--- config.mk ---
export PLATFORM = sky130hd
export DESIGN_NAME = rf_wb_arbiter_flat
export DESIGN_NICKNAME = d
export VERILOG_FILES = /design/src/rtl/rf_wb_arbiter_pkg.sv /design/src/rtl/rf_wb_arbiter_if.sv /design/src/rtl/rf_wb_arbiter_wb_fifo.sv /design/src/rtl/rf_wb_arbiter.sv /design/src/flat_wrapper.sv
export SDC_FILE = /design/constraint.sdc
export NUM_CORES = 1
export LEC_CHECK = 0
export CORE_ASPECT_RATIO = 0.6
export CORE_MARGIN = 2
export CORE_UTILIZATION = 43
export CTS_CLUSTER_DIAMETER = 100
export DETAILED_ROUTE_END_ITERATION = 8
export PLACE_DENSITY = 0.77
export SLEW_MARGIN = 20
export SYNTH_ARGS = -nofsm -noshare
export SYNTH_HDL_FRONTEND = slang
export SYNTH_HIERARCHICAL = 1
export SYNTH_SLANG_ARGS = --single-unit
--- constraint.sdc ---
create_clock -name clk -period 4.25 [get_ports clk]
set_input_delay 0.6375 -clock clk [delete_from_list [all_inputs] [get_ports clk]]
set_output_delay 0.6375 -clock clk [all_outputs]
set_load 0.02 [all_outputs]
--- src/rtl/rf_wb_arbiter_pkg.sv ---
// Shared types for the register-file write-back arbiter.
// XLEN / RFIDX_WIDTH / RFREG_NUM mirror the values in xgriscv_defines.v.
package rf_wb_arbiter_pkg;

   localparam int unsigned XLEN        = 32;
   localparam int unsigned RFIDX_WIDTH = 5;
   localparam int unsigned RFREG_NUM   = 32;

   typedef logic [RFIDX_WIDTH-1:0] rfidx_t;
   typedef logic [XLEN-1:0]        xdata_t;
   typedef logic [RFREG_NUM-1:0]   rfmask_t;

   // Which source loads the output register this cycle
   typedef enum logic [1:0] {
      SRC_NONE = 2'd0,
      SRC_A    = 2'd1,
      SRC_B    = 2'd2
   } wb_src_e;

   // One-hot decode of a destination register; x0 never appears in the mask
   function automatic rfmask_t idx_decode(input rfidx_t idx);
      rfmask_t m;
      m = '0;
      if (idx != '0) m[idx] = 1'b1;
      return m;
   endfunction

endpackage

--- src/rtl/rf_wb_arbiter_if.sv ---
// Producer-side handshakes and register-file write port of the arbiter.
interface rf_wb_arbiter_if;
   import rf_wb_arbiter_pkg::*;

   logic    a_valid;
   logic    a_ready;
   rfidx_t  a_idx;
   xdata_t  a_data;

   logic    b_valid;
   logic    b_ready;
   rfidx_t  b_idx;
   xdata_t  b_data;

   logic    we3;
   rfidx_t  wa3;
   xdata_t  wd3;
   rfmask_t pend_mask;

   // Producers / register file / issue logic side
   modport master (
      output a_valid, a_idx, a_data, b_valid, b_idx, b_data,
      input  a_ready, b_ready, we3, wa3, wd3, pend_mask
   );

   // Arbiter side
   modport slave (
      input  a_valid, a_idx, a_data, b_valid, b_idx, b_data,
      output a_ready, b_ready, we3, wa3, wd3, pend_mask
   );

endinterface

--- src/rtl/rf_wb_arbiter_wb_fifo.sv ---
// In-order FIFO for long-latency (port B) results. No bypass; exposes a
// per-entry valid/idx view so the top can build the pending-write mask.
module wb_fifo
   import rf_wb_arbiter_pkg::*;
#(
   parameter int unsigned DEPTH = 4
) (
   input  logic                   clk,
   input  logic                   reset,
   input  logic                   push_i,
   input  rfidx_t                 push_idx_i,
   input  xdata_t                 push_data_i,
   input  logic                   pop_i,
   output logic                   full_o,
   output logic                   empty_o,
   output rfidx_t                 head_idx_o,
   output xdata_t                 head_data_o,
   output logic   [DEPTH-1:0]     ent_vld_o,
   output rfidx_t [DEPTH-1:0]     ent_idx_o
);

   localparam int unsigned PW = $clog2(DEPTH);
   localparam int unsigned CW = PW + 1;

   logic [PW-1:0]     wr_q, wr_d, rd_q, rd_d;
   logic [CW-1:0]     cnt_q, cnt_d;
   logic [DEPTH-1:0]  vld_q, vld_d;
   rfidx_t [DEPTH-1:0] idx_q;
   xdata_t [DEPTH-1:0] data_q;
   logic              do_push, do_pop;

   assign full_o      = (cnt_q == CW'(DEPTH));
   assign empty_o     = (cnt_q == '0);
   assign do_push     = push_i && !full_o;
   assign do_pop      = pop_i && !empty_o;
   assign head_idx_o  = idx_q[rd_q];
   assign head_data_o = data_q[rd_q];
   assign ent_vld_o   = vld_q;
   assign ent_idx_o   = idx_q;

   // Pointer, count and per-entry valid next state; pointers wrap modulo DEPTH
   always_comb begin
      wr_d  = wr_q;
      rd_d  = rd_q;
      cnt_d = cnt_q;
      vld_d = vld_q;
      if (do_push) begin
         wr_d         = wr_q + PW'(1);
         vld_d[wr_q]  = 1'b1;
      end
      if (do_pop) begin
         rd_d         = rd_q + PW'(1);
         vld_d[rd_q]  = 1'b0;
      end
      if (do_push && !do_pop)      cnt_d = cnt_q + CW'(1);
      else if (!do_push && do_pop) cnt_d = cnt_q - CW'(1);
   end

   // Control state register with synchronous reset
   always_ff @(posedge clk) begin
      if (reset) begin
         wr_q  <= '0;
         rd_q  <= '0;
         cnt_q <= '0;
         vld_q <= '0;
      end else begin
         wr_q  <= wr_d;
         rd_q  <= rd_d;
         cnt_q <= cnt_d;
         vld_q <= vld_d;
      end
   end

   // Entry storage; contents are qualified by vld_q so no reset is needed
   always_ff @(posedge clk) begin
      if (do_push) begin
         idx_q[wr_q]  <= push_idx_i;
         data_q[wr_q] <= push_data_i;
      end
   end

endmodule

--- src/rtl/rf_wb_arbiter.sv ---
// Write-back arbiter for the register-file write port: merges the in-order
// pipeline (A) with queued long-latency results (B) and publishes the
// pending-write mask of queued B destinations.
module rf_wb_arbiter
   import rf_wb_arbiter_pkg::*;
#(
   parameter int unsigned DEPTH = 4
) (
   input  logic          clk,
   input  logic          reset,
   rf_wb_arbiter_if.slave bus
);

   logic                 fifo_full, fifo_empty;
   rfidx_t               head_idx;
   xdata_t               head_data;
   logic   [DEPTH-1:0]   ent_vld;
   rfidx_t [DEPTH-1:0]   ent_idx;

   logic    a_rdy, b_rdy, a_acc, push, pop;
   wb_src_e src;
   logic    starve_q, starve_d;
   logic    we3_q, we3_d;
   logic    outb_q, outb_d;
   rfidx_t  wa3_q, wa3_d;
   xdata_t  wd3_q, wd3_d;
   rfmask_t pend;

   wb_fifo #(.DEPTH(DEPTH)) u_fifo (
      .clk         (clk),
      .reset       (reset),
      .push_i      (push),
      .push_idx_i  (bus.b_idx),
      .push_data_i (bus.b_data),
      .pop_i       (pop),
      .full_o      (fifo_full),
      .empty_o     (fifo_empty),
      .head_idx_o  (head_idx),
      .head_data_o (head_data),
      .ent_vld_o   (ent_vld),
      .ent_idx_o   (ent_idx)
   );

   // Readies from registered state only, source selection and output-register next state
   always_comb begin
      a_rdy    = !reset && !(fifo_full && !starve_q);
      b_rdy    = !reset && !fifo_full;
      a_acc    = bus.a_valid && a_rdy;
      push     = bus.b_valid && b_rdy;
      src      = SRC_NONE;
      we3_d    = 1'b0;
      outb_d   = 1'b0;
      wa3_d    = wa3_q;
      wd3_d    = wd3_q;
      starve_d = bus.a_valid && !a_acc;

      if (reset)                        src = SRC_NONE;
      else if (starve_q && bus.a_valid) src = SRC_A;
      else if (fifo_full)               src = SRC_B;
      else if (bus.a_valid)             src = SRC_A;
      else if (!fifo_empty)             src = SRC_B;

      pop = (src == SRC_B);

      case (src)
         SRC_A: begin
            we3_d = (bus.a_idx != '0);
            wa3_d = bus.a_idx;
            wd3_d = bus.a_data;
         end
         SRC_B: begin
            we3_d  = (head_idx != '0);
            outb_d = (head_idx != '0);
            wa3_d  = head_idx;
            wd3_d  = head_data;
         end
         default: ;
      endcase
   end

   // Output register and starvation flag
   always_ff @(posedge clk) begin
      if (reset) begin
         starve_q <= 1'b0;
         we3_q    <= 1'b0;
         outb_q   <= 1'b0;
         wa3_q    <= '0;
         wd3_q    <= '0;
      end else begin
         starve_q <= starve_d;
         we3_q    <= we3_d;
         outb_q   <= outb_d;
         wa3_q    <= wa3_d;
         wd3_q    <= wd3_d;
      end
   end

   // Pending mask: every queued B destination plus a B write held in the output register
   always_comb begin
      pend = '0;
      for (int unsigned i = 0; i < DEPTH; i++) begin
         if (ent_vld[i]) pend = pend | idx_decode(ent_idx[i]);
      end
      if (outb_q) pend = pend | idx_decode(wa3_q);
   end

   // we3 and pend_mask are masked while reset is high so that a beat accepted
   // just before reset never reaches the register file's negedge capture.
   assign bus.a_ready   = a_rdy;
   assign bus.b_ready   = b_rdy;
   assign bus.we3       = we3_q && !reset;
   assign bus.wa3       = wa3_q;
   assign bus.wd3       = wd3_q;
   assign bus.pend_mask = reset ? '0 : pend;

endmodule

--- src/flat_wrapper.sv ---
// flat-port wrapper written by rule: the top's interface ports become plain ports
module rf_wb_arbiter_flat import rf_wb_arbiter_pkg::*;
#(
   parameter int unsigned DEPTH = 4
)
  (clk, reset, bus_a_valid, bus_a_idx, bus_a_data, bus_b_valid, bus_b_idx, bus_b_data, bus_a_ready, bus_b_ready, bus_we3, bus_wa3, bus_wd3, bus_pend_mask);
  rf_wb_arbiter_if bus_i ();
  input  logic clk;
  input  logic reset;
  input wire logic [$bits(bus_i.a_valid)-1:0] bus_a_valid;
  input wire logic [$bits(bus_i.a_idx)-1:0] bus_a_idx;
  input wire logic [$bits(bus_i.a_data)-1:0] bus_a_data;
  input wire logic [$bits(bus_i.b_valid)-1:0] bus_b_valid;
  input wire logic [$bits(bus_i.b_idx)-1:0] bus_b_idx;
  input wire logic [$bits(bus_i.b_data)-1:0] bus_b_data;
  output wire logic [$bits(bus_i.a_ready)-1:0] bus_a_ready;
  output wire logic [$bits(bus_i.b_ready)-1:0] bus_b_ready;
  output wire logic [$bits(bus_i.we3)-1:0] bus_we3;
  output wire logic [$bits(bus_i.wa3)-1:0] bus_wa3;
  output wire logic [$bits(bus_i.wd3)-1:0] bus_wd3;
  output wire logic [$bits(bus_i.pend_mask)-1:0] bus_pend_mask;
  assign bus_i.a_valid = bus_a_valid;
  assign bus_i.a_idx = bus_a_idx;
  assign bus_i.a_data = bus_a_data;
  assign bus_i.b_valid = bus_b_valid;
  assign bus_i.b_idx = bus_b_idx;
  assign bus_i.b_data = bus_b_data;
  assign bus_a_ready = bus_i.a_ready;
  assign bus_b_ready = bus_i.b_ready;
  assign bus_we3 = bus_i.we3;
  assign bus_wa3 = bus_i.wa3;
  assign bus_wd3 = bus_i.wd3;
  assign bus_pend_mask = bus_i.pend_mask;
  rf_wb_arbiter #(.DEPTH(DEPTH)) u_core (.clk(clk), .reset(reset), .bus(bus_i));
endmodule
; Yosys cells after proc, flatten, opt, wreduce, memory -nomap -nowiden
; Cells that the tools add are included.
[totals]
regBits = 199
latch_bits = 0
ram_bits = 0
mem_bits_ro = 0
inputBits = 78
out_inout_bits = 72
mem_count = 0
[classes]
addsub = 4
mul = 0
div = 0
order_cmp = 14
eq_ne = 3
shift = 0
muxes = 51
n_bitwise = 8
n_reduce_logical = 38
[op_table]
columns = op, count
row1 = 32-bit 2-to-1 mux, 17
row2 = 128-bit bitwise mux, 1
row3 = 32-bit OR, 4
row4 = 32-bit binary-select mux with 2-bit select, 1
row5 = 32-bit demux with 2-bit select, 1
row6 = 32-bit case mux with 2 select lines, 1
row7 = 5-bit nonzero test, 7
row8 = "5-bit by 6-bit less-than comparator with 1-bit output, second input constant", 5
row9 = 1-bit demux with 5-bit select, 5
row10 = "5-bit by 1-bit >= comparator with 1-bit output, second input constant", 5
row11 = 20-bit bitwise mux, 1
row12 = 1-bit logical AND, 19
row13 = 5-bit binary-select mux with 2-bit select, 1
row14 = 5-bit demux with 2-bit select, 1
row15 = 2-bit 2-to-1 mux, 5
row16 = 5-bit 2-to-1 mux, 2
row17 = 5-bit case mux with 2 select lines, 1
row18 = 1-bit zero test, 8
row19 = 4-bit 2-to-1 mux, 2
row20 = 1-bit 2-to-1 mux, 7
row21 = "2-bit by 3-bit less-than comparator with 1-bit output, second input constant", 2
row22 = 3-bit 2-to-1 mux, 2
row23 = "2-bit by 1-bit adder with 2-bit output, second input constant", 2
row24 = 4-bit bitwise AND, 1
row25 = 14 further kinds, 17

; Longest topological paths before layout
; Gate-level depths: netlist of the first run.
[logic_depth]
ltp_word = 15
depth_mapped = 15

; Modules after synthesis
; The synthesis of the first run kept the hierarchy.
[by_module_without_submodules]
columns = module, n_inst, cells_each, area_per_inst_um2
row1 = wb_fifo, 1, 257, 5945.7
row2 = rf_wb_arbiter, 1, 391, 3465.8

; Least setup slack after synthesis of the first run
; No wires, ideal clock.
[synth_path]
path_type = register to register
from = reg u_core.u_fifo.cnt_q[0]
to = reg u_core.u_fifo.cnt_q[2]
setup_ps = 71
arrival_time_ps = 2862
t_required_ps = 4179
slack_ps = 1318
stages_incl_launch_ff = 16
n_path_buf = 1
period_less_slack_ps = 2932
cell_sequence = dfxtp_1 or3b_4 inv_1 inv_1 a21oi_1 o21ba_2 ha_1 o31a_2 clkbuf_1 inv_1 ha_1 inv_1 fa_1 xor2_1 or3_2 a21oi_1
[synth_between]
elab_cells_between_ends = 23
[synth_lines]
columns = item, line_no
row1 = "start, declared", rf_wb_arbiter_wb_fifo.sv:26  ; logic [CW-1:0] cnt_q, cnt_d;
row2 = "start signal, assigned", rf_wb_arbiter_wb_fifo.sv:69  ; cnt_q <= cnt_d;
row3 = 3-bit equality test (*), rf_wb_arbiter_wb_fifo.sv:32  ; assign full_o = (cnt_q == CW'(DEPTH));
row4 = via u_core.fifo_full, rf_wb_arbiter.sv:14  ; logic fifo_full, fifo_empty;
row5 = 2-bit 2-to-1 mux (*), rf_wb_arbiter.sv:59  ; else if (fifo_full) src = SRC_B;
row6 = 2-bit 2-to-1 mux (*), rf_wb_arbiter.sv:58  ; else if (starve_q && bus.a_valid) src = SRC_A;
row7 = 2-bit 2-to-1 mux (*), rf_wb_arbiter.sv:57  ; if (reset) src = SRC_NONE;
row8 = 2-bit equality test (*), rf_wb_arbiter.sv:63  ; pop = (src == SRC_B);
row9 = via u_core.pop, rf_wb_arbiter.sv:20  ; logic a_rdy, b_rdy, a_acc, push, pop;
row10 = 1-bit logical AND (*), rf_wb_arbiter_wb_fifo.sv:35  ; assign do_pop = pop_i && !empty_o;
row11 = 1-bit zero test, rf_wb_arbiter_wb_fifo.sv:55  ; if (do_push && !do_pop) cnt_d = cnt_q + CW'(1);
row12 = 1-bit logical AND, rf_wb_arbiter_wb_fifo.sv:55
row13 = 3-bit 2-to-1 mux or 2-bit nonzero test (tied branches), -
; The timed path passes the listed nets; every way through them passes the cells marked *. The select of a mux whose other input is x is not followed.
; A chain may end at the register's enable or synchronous reset.

; Worst setup path after layout of the first run
[layout_path]
from = reg u_core.u_fifo.idx_q, in the netlist u_core/u_fifo/ent_idx_o[2]
to = out bus_pend_mask[28]
[layout_between]
elab_chain_cells = 15
elab_cells_between_ends = 17
[layout_lines]
columns = item, line_no
row1 = "start, declared", rf_wb_arbiter_wb_fifo.sv:28  ; rfidx_t [DEPTH-1:0] idx_q;
row2 = "start signal, assigned by index", rf_wb_arbiter_wb_fifo.sv:77  ; idx_q[wr_q] <= push_idx_i;
row3 = 5-bit by 6-bit less-than comparator with 1-bit output (not written as such) or 5-bit by 1-bit >= comparator with 1-bit output (tied branches), rf_wb_arbiter_pkg.sv:24  ; if (idx != '0) m[idx] = 1'b1;
row4 = 1-bit logical AND (not written as such), rf_wb_arbiter_pkg.sv:24
row5 = 1-bit 2-to-1 mux (not written as such), rf_wb_arbiter_pkg.sv:24
row6 = 1-bit demux with 5-bit select, -
row7 = 32-bit 2-to-1 mux (*), rf_wb_arbiter_pkg.sv:24
row8 = 32-bit 2-to-1 mux (*), rf_wb_arbiter.sv:102  ; if (ent_vld[i]) pend = pend | idx_decode(ent_idx[i]);
row9 = 32-bit OR, rf_wb_arbiter.sv:102
row10 = 32-bit 2-to-1 mux (*), rf_wb_arbiter.sv:102
row11 = 32-bit OR, rf_wb_arbiter.sv:102
row12 = 32-bit 2-to-1 mux (*), rf_wb_arbiter.sv:102
row13 = 32-bit OR, rf_wb_arbiter.sv:102
row14 = 32-bit 2-to-1 mux (*), rf_wb_arbiter.sv:102
row15 = 32-bit OR, rf_wb_arbiter.sv:104  ; if (outb_q) pend = pend | idx_decode(wa3_q);
row16 = 32-bit 2-to-1 mux (*), rf_wb_arbiter.sv:104
row17 = 32-bit 2-to-1 mux (*), rf_wb_arbiter.sv:114  ; assign bus.pend_mask = reset ? '0 : pend;
row18 = "end, declared", flat_wrapper.sv:21  ; output wire logic [$bits(bus_i.pend_mask)-1:0] bus_pend_mask;
; Every way passes the cells marked *; elsewhere a longest branch is shown, timed or not.

==> results of run 1 <==
## sequential cells by signal, indices dropped and copies added, names as in the netlist, 2 cells and up
name	cells
u_core/u_fifo/wr_q	2
u_core/u_fifo/rd_q	2
u_core/u_fifo/cnt_q	3
u_core/u_fifo/data_q	128
u_core/u_fifo/ent_idx_o	20
u_core/u_fifo/ent_vld_o	4
u_core/bus.wd3	32
u_core/bus.wa3	5
## stage by stage
| stage | area (um^2) | power [mW] | setup slack, ns |
|---|---|---|---|
| 3_3_place_gp | 11000 | 4.25 | 1.00 |
| 6_report | 11600 | 5.79 | 0.842 |
| 3_5_place_dp | 11000 | 4.29 | 0.956 |
| 5_1_grt | 11600 | 6.07 | 0.803 |
| 4_1_cts | 11600 | 5.84 | 0.963 |
| 2_1_floorplan | 9410 | 3.70 | 1.32 |
## worst reg2reg max path: cells and delay by family (launching register included)
family                   cells  cell delay [ns]
AO/OA/AOI/OAI                3             0.57
XOR/XNOR                     1             0.08
adder cells (fa/ha/maj)      3             0.59
buffers and inverters        4             0.34
flip-flops                   1             0.40
AND/OR/NAND/NOR              3             1.03
## final cells by class
class / instances / area (um^2)
fill: 1717 / 9620
clock buffer: 18 / 429
sequential: 199 / 5470
antenna: 2 / 5.00
inverter: 9 / 33.8
tap: 279 / 349
timing repair buffer: 153 / 1510
clock inverter: 13 / 134
multi-input combinational: 398 / 3680
## power breakdown
part | switching (mW) | leakage (nW) | internal [mW]
clock network | 0.713 | 0.272 | 0.823
logic | 0.878 | 1.84 | 0.856
registers | 0.186 | 1.76 | 2.34
total | 1.78 | 3.88 | 4.02
## layer usage
| metal | global-route usage | vias up | share of wire |
|---|---|---|---|
| li1 | - | 2827 | - |
| met5 | 0.0261 | - | 0.0034 |
| met4 | 0.0530 | 2 | 0.015 |
| met2 | 0.277 | 364 | 0.40 |
| met3 | 0.0713 | 45 | 0.11 |
| met1 | 0.316 | 3085 | 0.47 |
## placed cells by master (no fill, tap or decap), types with 3 or more instances in the layout
master	synthesis	layout
inv_6	0	6
a22oi_1	62	62
nand3_1	3	3
a21oi_1	6	6
edfxtp_1	148	148
clkbuf_16	0	17
buf_4	3	5
and2_1	6	6
dfxtp_1	51	49
o21a_1	4	4
mux2i_1	40	40
mux2_4	20	20
mux2_2	18	18
mux4_2	37	37
nor2_1	54	54
nor2b_1	12	12
ha_1	11	10
nand2b_1	5	5
clkdlybuf4s50_1	0	147
nor4b_2	4	4
and4b_1	15	15
and3_2	4	4
and4bb_2	15	15
inv_1	9	9
and4_1	5	5
a31oi_1	31	31
nand2_1	28	28
## logic make-up (layout without fill, tap and decap cells)
family	Yosys count	after routing	synth area share
DFF	199	199	0.581
and+or+nand+nor	157	157	0.105
muxes	115	115	0.185
AOI/OAI and AO/OA	110	110	0.0818
buffers and inverters	51	193	0.0283
adders and majority gates	12	12	0.0168
xor gates and xnor gates	3	3	0.00279
other	1	3	0.000398
## worst max path at each step
| stage | slack [ns] | from | cells after the start | endpoint |
|---|---|---|---|---|
| 3_5_place_dp | 0.96 | bus_a_valid | 12 | u_core/u_fifo/cnt_q[2] |
| 2_1_floorplan | 1.32 | u_core/u_fifo/cnt_q[0] | 15 | u_core/u_fifo/cnt_q[2] |
| 4_1_cts | 0.96 | u_core/u_fifo/ent_idx_o[2] | 4 | bus_pend_mask[29] |
| 6_report | 0.84 | u_core/u_fifo/ent_idx_o[2] | 4 | bus_pend_mask[28] |
| 3_3_place_gp | 1.00 | bus_a_valid | 12 | u_core/u_fifo/cnt_q[2] |
| 5_1_grt | 0.80 | u_core/u_fifo/ent_idx_o[2] | 4 | bus_pend_mask[28] |
==> results.cfg, run 1 <==
[route]
drtIter0Drc = 791
drc = 0
dr.pass1.iters = 6
antenna_left = 0
routed_wl_um = 23600
vias = 6323
routed_via_density = 5.90
wire_per_inst_um = 22.0

[synthesis]
ys_ff_latch = 199
netlist_area_um2 = 9410
synth_common_cells = 148 x edfxtp_1, 62 x a22oi_1, 54 x nor2_1
ys_warn_count = 6
post-synth-top-area-cell = edfxtp_1
yosys_most_used_dff = edfxtp_1
yosysTopAreaCellShare = 0.472
synth_cell_types = 44
synth.top_cells.by_area = edfxtp_1 47%, dfxtp_1 11%, mux4_2 8.9%
synth_fp_nets = 738
syn_avg_cell_area_um2 = 14.5
syn_inst = 648
yosysMostFrequentCell = edfxtp_1
synth-edff-count = 148
async_flop_share = 0
ys_seq_area_frac = 0.581

[die]
design.portCount = 150
rows = 41
die_area_um2 = 23100
die_height_um = 119
core_um2 = 21200
start_util = 0.443
die_w_um = 195

[placed_design]
dp_cells = 1038
io_buffer_count = 148
post-dp-hpwl_um = 16300
place.gp.congestion = 0.973

[timing]
whs_ns = 0.502
report.final.slew_viol_count = 0
max_slew_margin = 0.260
rsz0062_at_grt = false
finalCritPeriodShare = 0.802
skew_ns = 0.0118
hold_viol = 0
setup_tns_ns = 0
worst_slew_pin_slew_ns = 1.11
setup_violations = 0
max_freq_mhz = 293
min_period_ns = 3.41

[min_path]
hp-class = flop to flop
min_from = u_core/bus.wd3[11]
hold_depth = 2
hold_end = u_core/bus.wd3[11]

[setup_path]
crit_path_cell_trace = nor2b_1, a22oi_1, a31oi_1, clkdlybuf4s50_1
worstPathRequired_ns = 3.61
cp-end-kind = output port
cp_max_fo = 8
crit_type = flop to output port
slowest_delay_ns = 0.76
crit_path_start_kind = flop
cpLargestDelayFamily = simple AND/OR/NAND/NOR gates
reg2reg_from = u_core/u_fifo/cnt_q[2]
arrival_ns = 2.77
rrSetupSlack_ns = 1.19
crit_slowest_cell = nor2b_1
path_buf_inv = 1
r2r_cells = 14
rr_endpoint = u_core/u_fifo/cnt_q[2]

[clock_network]
clock-root-buffer = clkbuf_16
cts_buffers = 17
cts_resized = 0
clkTransAtPathRegs_ns = 0.07
htree_levels = 4
clock-sinks = 199
cts_tree = yes
clk_latency_ns = 0.43
cts_hold_buf = 0
ctsLongestPathBuffers = 2
post_cts_buffers = 0

[power]
p_leak_nw = 3.88
ir_drop_mv = 0.269
cellPowerDensity_nw_per_um2 = 499

[finish]
syn2layout_area_growth_pct = 23.4
post-route-util = 0.547
nets = 868
fin_cells = 1071
layout-drive-gt1-share = 0.180

[global_routing]
grt-ovfl-total = 0
antenna_found_initial = 2
grt_max_degree = 65
grt_first_pass_wirelength_um = 36400
grt_pass1_vias = 6248
grt_usage = 0.208

[job]
maxCapViolations = 0

[outcome]
outcome = completed
Note: power is estimated with default switching activity, not from simulation.
==> run 2: changes to the inputs <==
==> constraint.sdc (replaced) <==
create_clock -name clk -period 3.3 [get_ports clk]
set_input_delay 0.495 -clock clk [delete_from_list [all_inputs] [get_ports clk]]
set_output_delay 0.495 -clock clk [all_outputs]
set_load 0.02 [all_outputs]
==> results.cfg, run 2 (same netlist as run 1, synthesis figures left out) <==
[outcome]
outcome = completed

[timing]
setup_tns_ns = 0
rsz0062_at_grt = false
max_freq_mhz = 321
worst_slew_pin_slew_ns = 0.826
min_period_ns = 3.11
hold_viol = 0
finalCritPeriodShare = 0.943
skew_ns = 0.00950
report.final.slew_viol_count = 0
timing.final.ws_setup_ns = 0.188
setup_violations = 0
whs_ns = 0.412
max_slew_margin = 0.448

[setup_path]
crit_slowest_cell = nor2b_1
crit_type = flop to output port
crit_cells = 4
cp_max_fo = 8
r2r_cells = 14
path_buf_inv = 1
arrival_ns = 2.62
crit_path_start_kind = flop
slowest_delay_ns = 0.67
crit_path_cell_trace = nor2b_1, a22oi_1, a31oi_1, clkdlybuf4s50_1
cpLargestDelayFamily = simple AND/OR/NAND/NOR gates
worstPathRequired_ns = 2.80
cp-end-kind = output port

[route]
vias = 6295
dr.pass1.iters = 7
drc = 0
routed_via_density = 5.80
routed_wl_um = 23900
antenna_left = 0
wire_per_inst_um = 22.0
drtIter0Drc = 986

[finish]
mostFrequentLayoutCell = edfxtp_1
fin_area_um2 = 11800
largest_register = u_core/u_fifo/data_q
nets = 883
layout_common_cells = 148 x edfxtp_1, 147 x clkdlybuf4s50_1, 62 x a22oi_1, 54 x nor2_1, 49 x dfxtp_1
layout-drive-gt1-share = 0.196
fillCellCount = 1701
largest_reg_flops = 128
syn2layout_area_growth_pct = 25.2

[power]
p_leak_nw = 3.97
p_sw_mw = 2.34
p_total_mw = 7.52
p_int_mw = 5.17
cellPowerDensity_nw_per_um2 = 638
ir_drop_mv = 0.409
power_frac_clock = 0.263
sw_frac_of_total = 0.312
combPwrFrac = 0.306
pwr-share-seq = 0.430

[clock_network]
htree_levels = 4
cts_resized = 0
post_cts_buffers = 0
clkTransAtPathRegs_ns = 0.07
cts_hold_buf = 0
cts_tree = yes
cts_buffers = 17
clk_latency_ns = 0.43
clock-root-buffer = clkbuf_16
ctsLongestPathBuffers = 2
clock-sinks = 199

[die]
core_um2 = 21200
design.portCount = 150
die_w_um = 195
die_area_um2 = 23100
die_height_um = 119
rows = 41
start_util = 0.443

[placed_design]
postPlaceCellArea_um2 = 11200
io_buffer_count = 148
dp_slack_ns = 0.226
post-dp-hpwl_um = 17100
place.gp.congestion = 0.942

[global_routing]
grt-ovfl-total = 0
grt_first_pass_wirelength_um = 37100
grt_pass1_vias = 6295
antenna_found_initial = 0
grt_max_degree = 68
grt_usage = 0.211

[job]
maxCapViolations = 0

[min_path]
hp-class = primary input to flop
hold_depth = 3
==> run 2: layer usage <==
metal | global-route usage | vias to the layer above | wire length (um)
li1 | - | 2857 | -
met1 | 0.327 | 3089 | 11400
met2 | 0.275 | 325 | 9510
met3 | 0.0816 | 24 | 2790
met4 | 0.0468 | 0 | 204
met5 | 0 | - | 0
==> run 2: worst paths after layout <==
| kind | startpoint | end | slack, ns |
|---|---|---|---|
| worst min-delay path | reset | u_core/starve_q | 0.41 |
| worst max register to register | u_core/u_fifo/cnt_q[0] | u_core/u_fifo/cnt_q[2] | 0.40 |
| worst min register to register | u_core/bus.wd3[26] | u_core/bus.wd3[26] | 0.50 |
| worst max-delay path | u_core/u_fifo/ent_idx_o[16] | bus_pend_mask[17] | 0.19 |
==> run 2: layout make-up <==
class / instances / area, um^2 / area share
multi-input combinational: 398 / 3680 / 0.312
antenna: 1 / 2.50 / 0.000212
tap: 279 / 349 / 0.0296
clock inverter: 14 / 131 / 0.0111
inverter: 9 / 33.8 / 0.00287
timing repair buffer: 168 / 1690 / 0.143
sequential: 199 / 5470 / 0.464
clock buffer: 18 / 429 / 0.0364
==> run 2: stage by stage <==
step | cells | utilization
global placement | 1053 | 0.528
finish | 1086 | 0.555
floorplan | 648 | -
detailed placement | 1053 | 0.528
global route | 1085 | 0.555
CTS | 1085 | 0.555
==> run 2: worst min-delay path: cells and delay by family <==
| kind | cells | cell delay, ns |
|---|---|---|
| AND/OR/NAND/NOR | 2 | 0.17 |
| buffers and inverters | 1 | 0.13 |
==> run 2: power groups by stage <==
stage	combinational, mW	sequential [mW]	clock, mW
finish	2.30	3.23	1.98
global placement	2.27	3.28	0
floorplan	1.37	3.40	0
detailed placement	2.30	3.29	0
global route	2.46	3.28	2.13
CTS	2.30	3.24	2.03
==> run 3: changes to the inputs <==
--- a/config.mk
+++ b/config.mk
@@ -11,6 +11,7 @@
 export CTS_CLUSTER_DIAMETER = 100
 export DETAILED_ROUTE_END_ITERATION = 8
 export PLACE_DENSITY = 0.77
+export SKIP_LAST_GASP = 1
 export SLEW_MARGIN = 20
 export SYNTH_ARGS = -nofsm -noshare
 export SYNTH_HDL_FRONTEND = slang
==> results of run 3 <==
Same layout as run 2: the final DEF is identical, and so are final timing and power.
